<file path="src/rtl/mux_rr_arbiter_pkg.sv">
// Shared types and constants for the 4-way round-robin arbiter with data mux.
package mux_rr_arbiter_pkg;

    localparam int NUM_REQ = 4;
    localparam int SEL_W   = 2;
    localparam int CNT_W   = 4;

    typedef enum logic {
        IDLE  = 1'b0,
        GRANT = 1'b1
    } state_t;

    // Returns {found, index} of the first set bit scanning upward from start.
    function automatic logic [SEL_W:0] rr_pick(
        input logic [NUM_REQ-1:0] req,
        input logic [SEL_W-1:0]   start
    );
        logic             found;
        logic [SEL_W-1:0] idx;
        logic [SEL_W-1:0] k;
        found = 1'b0;
        idx   = '0;
        for (int i = 0; i < NUM_REQ; i++) begin
            k = start + SEL_W'(i);
            if (!found && req[k]) begin
                found = 1'b1;
                idx   = k;
            end
        end
        return {found, idx};
    endfunction

endpackage

</file>
<file path="src/rtl/mux_rr_arbiter_mux4_dp.sv">
// Combinational 4:1 data mux selected by the registered grant index.
module mux4_dp (
    input  logic [3:0] in,
    input  logic [1:0] sel,
    output logic       out
);

    assign out = in[sel];

endmodule

</file>
<file path="src/rtl/mux_rr_arbiter.sv">
// Round-robin arbiter with hold limit and 4:1 data mux.
// Define MUX_RR_ARBITER_LOCK_EN to add a lock input that suspends expiry.
module mux_rr_arbiter
    import mux_rr_arbiter_pkg::*;
#(
    parameter int HOLD_MAX = 4
) (
    input  logic                clock,
    input  logic                reset,
    input  logic [NUM_REQ-1:0]  req,
    input  logic [NUM_REQ-1:0]  in,
`ifdef MUX_RR_ARBITER_LOCK_EN
    input  logic                lock,
`endif
    output logic [NUM_REQ-1:0]  grant,
    output logic [SEL_W-1:0]    sel,
    output logic                out,
    output logic                valid
);

    state_t             r_state;
    logic [NUM_REQ-1:0] r_grant;
    logic [SEL_W-1:0]   r_sel;
    logic [SEL_W-1:0]   r_ptr;
    logic [CNT_W-1:0]   r_hold_cnt;

    state_t             w_state_nxt;
    logic [NUM_REQ-1:0] w_grant_nxt;
    logic [SEL_W-1:0]   w_sel_nxt;
    logic [SEL_W-1:0]   w_ptr_nxt;
    logic [CNT_W-1:0]   w_cnt_nxt;
    logic [SEL_W-1:0]   w_start;
    logic [SEL_W:0]     w_pick;
    logic               w_found;
    logic [SEL_W-1:0]   w_idx;
    logic               w_expired;
    logic               w_keep;
    logic               w_mux;

    assign w_start   = (r_state == GRANT) ? r_sel + 1'b1 : r_ptr;
    assign w_pick    = rr_pick(req, w_start);
    assign w_found   = w_pick[SEL_W];
    assign w_idx     = w_pick[SEL_W-1:0];
    assign w_expired = (r_hold_cnt >= CNT_W'(HOLD_MAX));

`ifdef MUX_RR_ARBITER_LOCK_EN
    assign w_keep = req[r_sel] && (!w_expired || lock);
`else
    assign w_keep = req[r_sel] && !w_expired;
`endif

    always_comb begin
        w_state_nxt = r_state;
        w_grant_nxt = r_grant;
        w_sel_nxt   = r_sel;
        w_ptr_nxt   = r_ptr;
        w_cnt_nxt   = r_hold_cnt;
        unique case (r_state)
            IDLE: begin
                if (w_found) begin
                    w_state_nxt = GRANT;
                    w_grant_nxt = NUM_REQ'(1) << w_idx;
                    w_sel_nxt   = w_idx;
                    w_ptr_nxt   = w_idx + 1'b1;
                    w_cnt_nxt   = CNT_W'(1);
                end
            end
            GRANT: begin
                if (w_keep) begin
                    // Saturates at HOLD_MAX while locked
                    if (!w_expired)
                        w_cnt_nxt = r_hold_cnt + 1'b1;
                end else if (w_found) begin
                    w_grant_nxt = NUM_REQ'(1) << w_idx;
                    w_sel_nxt   = w_idx;
                    w_ptr_nxt   = w_idx + 1'b1;
                    w_cnt_nxt   = CNT_W'(1);
                end else begin
                    w_state_nxt = IDLE;
                    w_grant_nxt = '0;
                    w_cnt_nxt   = '0;
                end
            end
            default: begin
                w_state_nxt = IDLE;
                w_grant_nxt = '0;
            end
        endcase
    end

    always_ff @(posedge clock) begin
        if (reset) begin
            r_state    <= IDLE;
            r_grant    <= '0;
            r_sel      <= '0;
            r_ptr      <= '0;
            r_hold_cnt <= '0;
        end else begin
            r_state    <= w_state_nxt;
            r_grant    <= w_grant_nxt;
            r_sel      <= w_sel_nxt;
            r_ptr      <= w_ptr_nxt;
            r_hold_cnt <= w_cnt_nxt;
        end
    end

    mux4_dp u_mux (
        .in  (in),
        .sel (r_sel),
        .out (w_mux)
    );

    assign grant = r_grant;
    assign sel   = r_sel;
    assign valid = (r_state == GRANT);
    assign out   = valid & w_mux;

endmodule

</file>
<file path="config.mk">
export PLATFORM = sky130hd
export DESIGN_NAME = mux_rr_arbiter
export DESIGN_NICKNAME = d
export VERILOG_FILES = /design/src/rtl/mux_rr_arbiter_pkg.sv /design/src/rtl/mux_rr_arbiter_mux4_dp.sv /design/src/rtl/mux_rr_arbiter.sv
export SDC_FILE = /design/constraint.sdc
export NUM_CORES = 1
export LEC_CHECK = 0
export CAP_MARGIN = 40
export CELL_PAD_IN_SITES_DETAIL_PLACEMENT = 0
export CELL_PAD_IN_SITES_GLOBAL_PLACEMENT = 2
export CORE_MARGIN = 5
export CORE_UTILIZATION = 29
export CTS_BUF_LIST = sky130_fd_sc_hd__clkbuf_4 sky130_fd_sc_hd__clkbuf_8 sky130_fd_sc_hd__clkbuf_16
export DETAILED_ROUTE_END_ITERATION = 10
export GPL_TIMING_DRIVEN = 0
export PLACE_DENSITY = 0.82
export SLEW_MARGIN = 40
export SYNTH_ARGS = -nofsm -noshare
export SYNTH_HDL_FRONTEND = slang
export SYNTH_SLANG_ARGS = --single-unit
</file>
<file path="constraint.sdc">
create_clock -name clock -period 2.1 [get_ports clock]
set_clock_uncertainty 0.05 [all_clocks]
set_input_delay 0.42 -clock clock [delete_from_list [all_inputs] [get_ports clock]]
set_output_delay 0.42 -clock clock [all_outputs]
set_load 0.1 [all_outputs]
</file>
# == Word-level counts from Yosys, hierarchy flattened ==
# Cells that the tools add are included.
# totals
ff_bits,13
latch_bits,0
ram_bits,0
rom_bits,0
in_bits,10
out_inout_bits,8
elab_cells,72
n_memories,0
# op_classes
add_sub_neg,6
multipliers,0
div_mod_pow,0
magnitude_cmp,6
n_eq_ne,3
shift,1
mux,39
n_bitwise,2
n_reduce_logical,10
# op_table
operator,count
$mux 4,6
$mux 2,9
$pmux 4 s2,2
$lt 2x3->1 const B,5
$mux 1,13
$bmux 1 s2,6
$pmux 2 s2,2
$add 2x1->2 const B,3
$add 2x2->2 const B,2
$add 4x1->4 const B,1
$ge 4x3->1 const B,1
$logic_and 1x1->1,4
$logic_not 1->1,4
$ne 2x2->1 const B,2
$reduce_and 2->1,2
$shl 1x2->4 const A,1
$ne 3x3->1 const B,1
$pmux 1 s2,1
$and 1x1->1,1
$not 1->1,1

# == Longest topological paths before layout ==
# Gate-level depths: netlist (run 1).
# depth
word_depth,18
ltp_mapped,9
depth_no_buf,8

# == Cells and area by module ==
# A second synthesis (run 1) with hierarchy kept.
# unflattened
cells_unflattened,80
area_unflattened_um2,763.2
# modules_own_cells
mod,instances,cells_each,area_each_um2,seq_area_each_um2
mux_rr_arbiter,1,79,740.7,260.2
mux4_dp,1,1,22.5,0.0

# == Worst setup path after synthesis (run 1) ==
# No wires, ideal clock.
# synth_timing
kind,flip-flop to output port
start,register r_sel[0] (netlist: sel[0])
end,output port out
t_arrival_ns,2.187
t_required_ns,1.630
slack_ns,-0.557
stages_incl_launch_ff,4
n_path_buf,1
cell_sequence,dfxtp_1 > buf_6 > mux4_1 > and2_1
# synth_via
elab_chain_cells,3
# synth_lines
element,line_no,text
"start, declared",mux_rr_arbiter.sv:23,logic [SEL_W-1:0] r_sel;
"start signal, assigned",mux_rr_arbiter.sv:101,r_sel <= w_sel_nxt;
$bmux 1 s2,mux_rr_arbiter_mux4_dp.sv:8,assign out = in[sel];
$mux 1 (not written as such),mux_rr_arbiter_mux4_dp.sv:8,
$and 1x1->1,mux_rr_arbiter.sv:116,assign out = valid & w_mux;
"end, declared",mux_rr_arbiter.sv:17,"output logic out,"
# No other way between the ends. The select of a mux whose other input is x is not followed.

# == Final worst setup path (run 1) ==
# layout_timing
start,input port in[2]
end,output port out
# layout_via
elab_chain_cells,3
# layout_lines
element,line_no,text
"start, declared",mux_rr_arbiter.sv:11,"input logic [NUM_REQ-1:0] in,"
$bmux 1 s2,mux_rr_arbiter_mux4_dp.sv:8,
$mux 1 (not written as such),mux_rr_arbiter_mux4_dp.sv:8,
$and 1x1->1,mux_rr_arbiter.sv:116,
# No other way between the ends. The select of a mux whose other input is x is not followed.

==> run summary, run 1 <==
First-pass GRT wire length -> 3.12 mm
WP data arrival -> 1.59 ns
GP Congestion -> 0.749
Fill cells -> 288
Gate power share -> 0.410
Area delta synth->final -> 29.1%
Clock Power Share -> 0.214
Detailed placement HPWL -> 1.33 mm
Detailed Route WL -> 1.78 mm
Seq/Total Area, Yosys -> 0.328
Worst-margin pin slew -> 0.484 ns
CP Data Required Time -> 1.63 ns
Fmax -> 487 MHz
Clock Pin Slew Worst Setup and Hold Paths -> 0.08 ns
CP Launch Type -> input port
Total gr overflow -> 0
Port Buffers -> 17
Placement-stage cell area -> 973 um2
Synth top cells by count -> dfxtp_1 (13), nor2_1 (10), a22oi_1 (6)
Finished layout cell area -> 1030 um2
Synth top area share -> 0.328
Largest net degree at the start of global routing -> 11
Most used DFF post-synth -> dfxtp_1
Setup CP Type -> input port to output pin
M1 wire length -> 835 um
Pwr/cell area -> 789 nW/um2
Fin worst setup slack -> 0.0448 ns
Deepest clock path buffer count -> 2
Top Metal Used -> met4
Placed cells -> 128
Max cap viols -> 0
Yosys reg bits -> 13
Period utilization -> 0.979
CTS sink cnt -> 13
Fin Hold WS -> 0.466 ns
DRC Markers -> 0
Detailed Route Iter0 Violations -> 9
Sequential share of power -> 0.376
TritonCTS buffer count -> 3
Syn Area/Cell -> 9.93 um2
Power Total -> 0.000810 W
Asr flop ratio synth -> 0
Sw frac -> 0.408
Mapped Cells -> 80
Layout Cells excl Fill -> 131
H-tree Lvls -> 1
Antenna fix cells -> 0
Final nets -> 116
Cell Area, Synth -> 795 um2
Slew Limit Fails -> 0
Vias per std cell -> 5.16
Crit path max fanout -> 1
Setup crit end kind -> output pin
Peak supply drop -> 500 uV
Core region area -> 2690 um2
Crit path time final -> 2.06 ns
Die Area -> 3890 um2
Share of cells above drive strength 1 -> 0.280
Detail Route Antenna Nets -> 0
Vias in the first global route -> 674
Post-place setup slack -> -0.297 ns
Post-synth EDFFs -> 0
Clock Latency Late Sink -> 0.28 ns
Top Ports -> 18
Hold/Removal Path Class -> flip-flop to flip-flop
Most area-consuming cells after synthesis -> dfxtp_1 (33%), ha_1 (7.9%), a22oi_1 (5.7%), nor2_1 (4.7%), mux2i_1 (3.8%)
Avg WL per Cell -> 13.6 um
Synth area leader -> dfxtp_1
Switching power -> 0.000330 W
Row count -> 19
Starting density of the core -> 0.296
Routed wl met2 -> 833 um
CTS tree -> built
Synth cell types -> 34
Die Y -> 62.3 um
Die W -> 62.3 um
Total track usage -> 0.0995
Most common cell in the netlist -> dfxtp_1
Via Count -> 676
Final setup violation count -> 0
Slew margin rel. -> 0.677
Final Hold Viols -> 0
Initial antenna violation count -> 0
Synth Net Count -> 95
DRT Pass-1 Iters -> 4
Pint -> 0.000479 W
Syn. warnings -> 0
Met3 WL -> 91 um
P_leak -> 0.488 nW
Status -> complete, no violations
Unrepaired setup endpoints after global routing -> false
Worst R2R Setup Slack -> 0.20 ns
Root buf cell -> clkbuf_4
[power by group through the flow]
stage,clock [W],sequential (W),combinational (W)
finish,0.000173,0.000304,0.000332
global route,0.000200,0.000309,0.000361
CTS,0.000185,0.000298,0.000347
detailed placement,0,0.000304,0.000334
global placement,0,0.000304,0.000349
floorplan,0,0.000402,0.000164
[path summary, 6_finish.rpt]
| path | start | end | cells after the start |
|---|---|---|---|
| setup / recovery | in[2] | out | 4 |
| hold reg to reg | grant[1] | grant[1] | 2 |
| hold / removal | grant[1] | grant[1] | 2 |
| setup reg to reg | valid | r_ptr[1] | 9 |
[placed cells by master (no fill, tap or decap), drive strengths merged, types with 2 or more instances in the layout]
cell and count:
buf 8, a31o 2, clkdlybuf4s50 4, clkbuf 6, a21oi 4, nor2 11
mux2i 3, inv 5, ha 5, a22oi 6, and2b 2, mux4 2
dfxtp 13, dlymetal6s2s 5, o21ai 3, nand2 3
[layer usage]
layer / up-vias / GRT usage
met5: - / 0
met1: 321 / 0.129
met2: 16 / 0.149
met4: 0 / 0.0318
met3: 4 / 0.0414
li1: 335 / -
[layout make-up]
type | count | area, um2 | share of cell area
multi-input cells | 59 | 484 | 0.472
inverters | 5 | 18.8 | 0.0183
repair buffers | 17 | 158 | 0.154
clock buffers | 4 | 30.0 | 0.0293
flip-flops and latches | 13 | 269 | 0.262
well taps | 31 | 38.8 | 0.0378
plain buffers | 2 | 27.5 | 0.0268
[flip-flops by register name, indices dropped and copies added, names as in the netlist]
signal and flops:
grant 4, r_hold_cnt 4, r_ptr 2, sel 2, valid 1
[kinds of logic after synthesis]
kind of cell             after synthesis  synth area share
multiplexers                           5            0.0992
flip-flops                            13             0.328
XOR/XNOR                               1            0.0110
buffers and inverters                  8            0.0724
adder cells (fa/ha/maj)                5            0.0787
AO/OA/AOI/OAI                         23             0.206
AND/OR/NAND/NOR                       25             0.205
[metrics by stage]
step | utilization | setup TNS, ns
detailed placement | 0.362 | -2.12
global route | 0.382 | 0
global placement | 0.377 | -2.64
floorplan | - | 0
CTS | 0.378 | 0
finish | 0.382 | 0
[timing repair]
item | in CTS | in global routing
pin swaps | 0 | 1
setup buffers | 0 | 0
hold buffers | 0 | 0
gates resized for setup | 6 | 6
setup endpoints to repair | 1 | 7
[worst max-delay path, cell delays in order]
cell and delay [ns]:
clkdlybuf4s50_1 0.40, mux4_2 0.45, and2_4 0.16, buf_12 0.16
Power figures use the tool's default switching activity.
==> run 2: changes to the inputs <==
- CORE_MARGIN: 5 -> unset
==> run summary, run 2 (same netlist as run 1, synthesis figures left out) <==
Status -> complete, no violations
Core region area -> 2520 um2
Total gr overflow -> 0
Crit path max fanout -> 1
CTS tree -> built
Pwr/cell area -> 787 nW/um2
Final Hold Viols -> 0
Vias per std cell -> 4.89
Slew margin rel. -> 0.679
Setup crit end kind -> output pin
Area delta synth->final -> 29.3%
Hold/Removal Path Class -> flip-flop to flip-flop
Port Buffers -> 17
Detailed Route Iter0 Violations -> 12
Worst-margin pin slew -> 0.485 ns
Detail Route Antenna Nets -> 0
Share of cells above drive strength 1 -> 0.287
Unrepaired setup endpoints after global routing -> false
Fill cells -> 263
CP Data Required Time -> 1.63 ns
Placement-stage cell area -> 972 um2
TritonCTS buffer count -> 3
Initial antenna violation count -> 0
Crit path time final -> 2.05 ns
Clock Pin Slew Worst Setup and Hold Paths -> 0.08 ns
Antenna fix cells -> 0
Post-layout util -> 0.407
Total track usage -> 0.132
Setup CP Type -> input port to output pin
Deepest clock path buffer count -> 2
Fmax -> 487 MHz
GP Congestion -> 0.741
Largest net degree at the start of global routing -> 11
Final setup violation count -> 0
Avg WL per Cell -> 12.3 um
Post-CTS setup buffers -> 0
DRT Pass-1 Iters -> 3
WP data arrival -> 1.58 ns
Row count -> 18
Die Area -> 2950 um2
Clock Latency Late Sink -> 0.28 ns
DRC Markers -> 0
Final nets -> 117
Die W -> 54.3 um
Most frequent cells in the layout -> nor2_1 (10), dfxtp_1 (10), buf_2 (7), a22oi_1 (6), clkdlybuf4s50_1 (6)
Finished layout cell area -> 1030 um2
Detailed placement HPWL -> 1.22 mm
Top Ports -> 18
CTS sink cnt -> 13
Detailed Route WL -> 1.62 mm
Vias in the first global route -> 591
Hold-fix buffers, CTS -> 0
First-pass GRT wire length -> 2.68 mm
P_leak -> 0.468 nW
Period utilization -> 0.978
Root buf cell -> clkbuf_4
Layout Cells excl Fill -> 131
CP Launch Type -> input port
Via Count -> 640
Peak supply drop -> 467 uV
Max cap viols -> 0
Starting density of the core -> 0.315
Die Y -> 54.3 um
Slew Limit Fails -> 0
H-tree Lvls -> 1
Total negative slack -> 0 ns
Placed cells -> 127
run 2: cell types whose count changed in the layout (fill, tap and decap cells not counted):
cell	change
clkdlybuf4s50_1	+2
dlygate4sd2_1	+1
dlymetal6s2s_1	-3
buf_6	+1
run 2: worst max-delay path: stages:
cell	delay, ns
clkdlybuf4s50_1	0.39
mux4_2	0.46
and2_4	0.16
buf_12	0.16
run 2: per-stage QoR:
step	setup slack, ns	hold slack, ns	power [W]
after detailed placement	-0.316	0.451	0.000635
after CTS	0.0202	0.472	0.000815
after global routing	0.0109	0.491	0.000862
after global placement	-0.815	0.437	0.000651
after floorplan	0.0386	0.420	0.000566
final	0.0463	0.464	0.000808
run 2: worst paths after layout:
check	cells after the start	endpoint	slack, ns	start
setup reg to reg	9	r_ptr[1]	0.22	sel[0]
hold / removal	2	grant[1]	0.46	grant[1]
setup / recovery	4	out	0.05	in[3]
hold reg to reg	2	grant[1]	0.46	grant[1]
run 2: metal layers:
| metal | wire length [um] | vias to the layer above | track usage |
|---|---|---|---|
| met5 | 0 | - | 0 |
| met1 | 770 | 295 | 0.164 |
| met4 | 12 | 0 | 0.0598 |
| met3 | 61 | 2 | 0.0500 |
| li1 | - | 336 | - |
| met2 | 771 | 7 | 0.199 |
run 2: report_power, final:
group	switching, W	internal, W	total, W
clock	0.0000824	0.0000867	0.000169
sequential	0.0000250	0.000272	0.000297
combinational	0.000217	0.000126	0.000342
run 2: layout make-up:
class / instances / area, um2 / area share
flip-flops and latches: 13 / 269 / 0.262
clock buffers: 4 / 30.0 / 0.0292
multi-input cells: 59 / 484 / 0.471
inverters: 5 / 18.8 / 0.0183
plain buffers: 3 / 38.8 / 0.0378
repair buffers: 17 / 149 / 0.145
well taps: 30 / 37.5 / 0.0365
run 2: repair_timing:
item / 4_1_cts / 5_1_grt
pin swaps: 0 / 1
resized for setup: 7 / 3
setup endpoints to repair: 2 / 7
gates cloned: 0 / 0
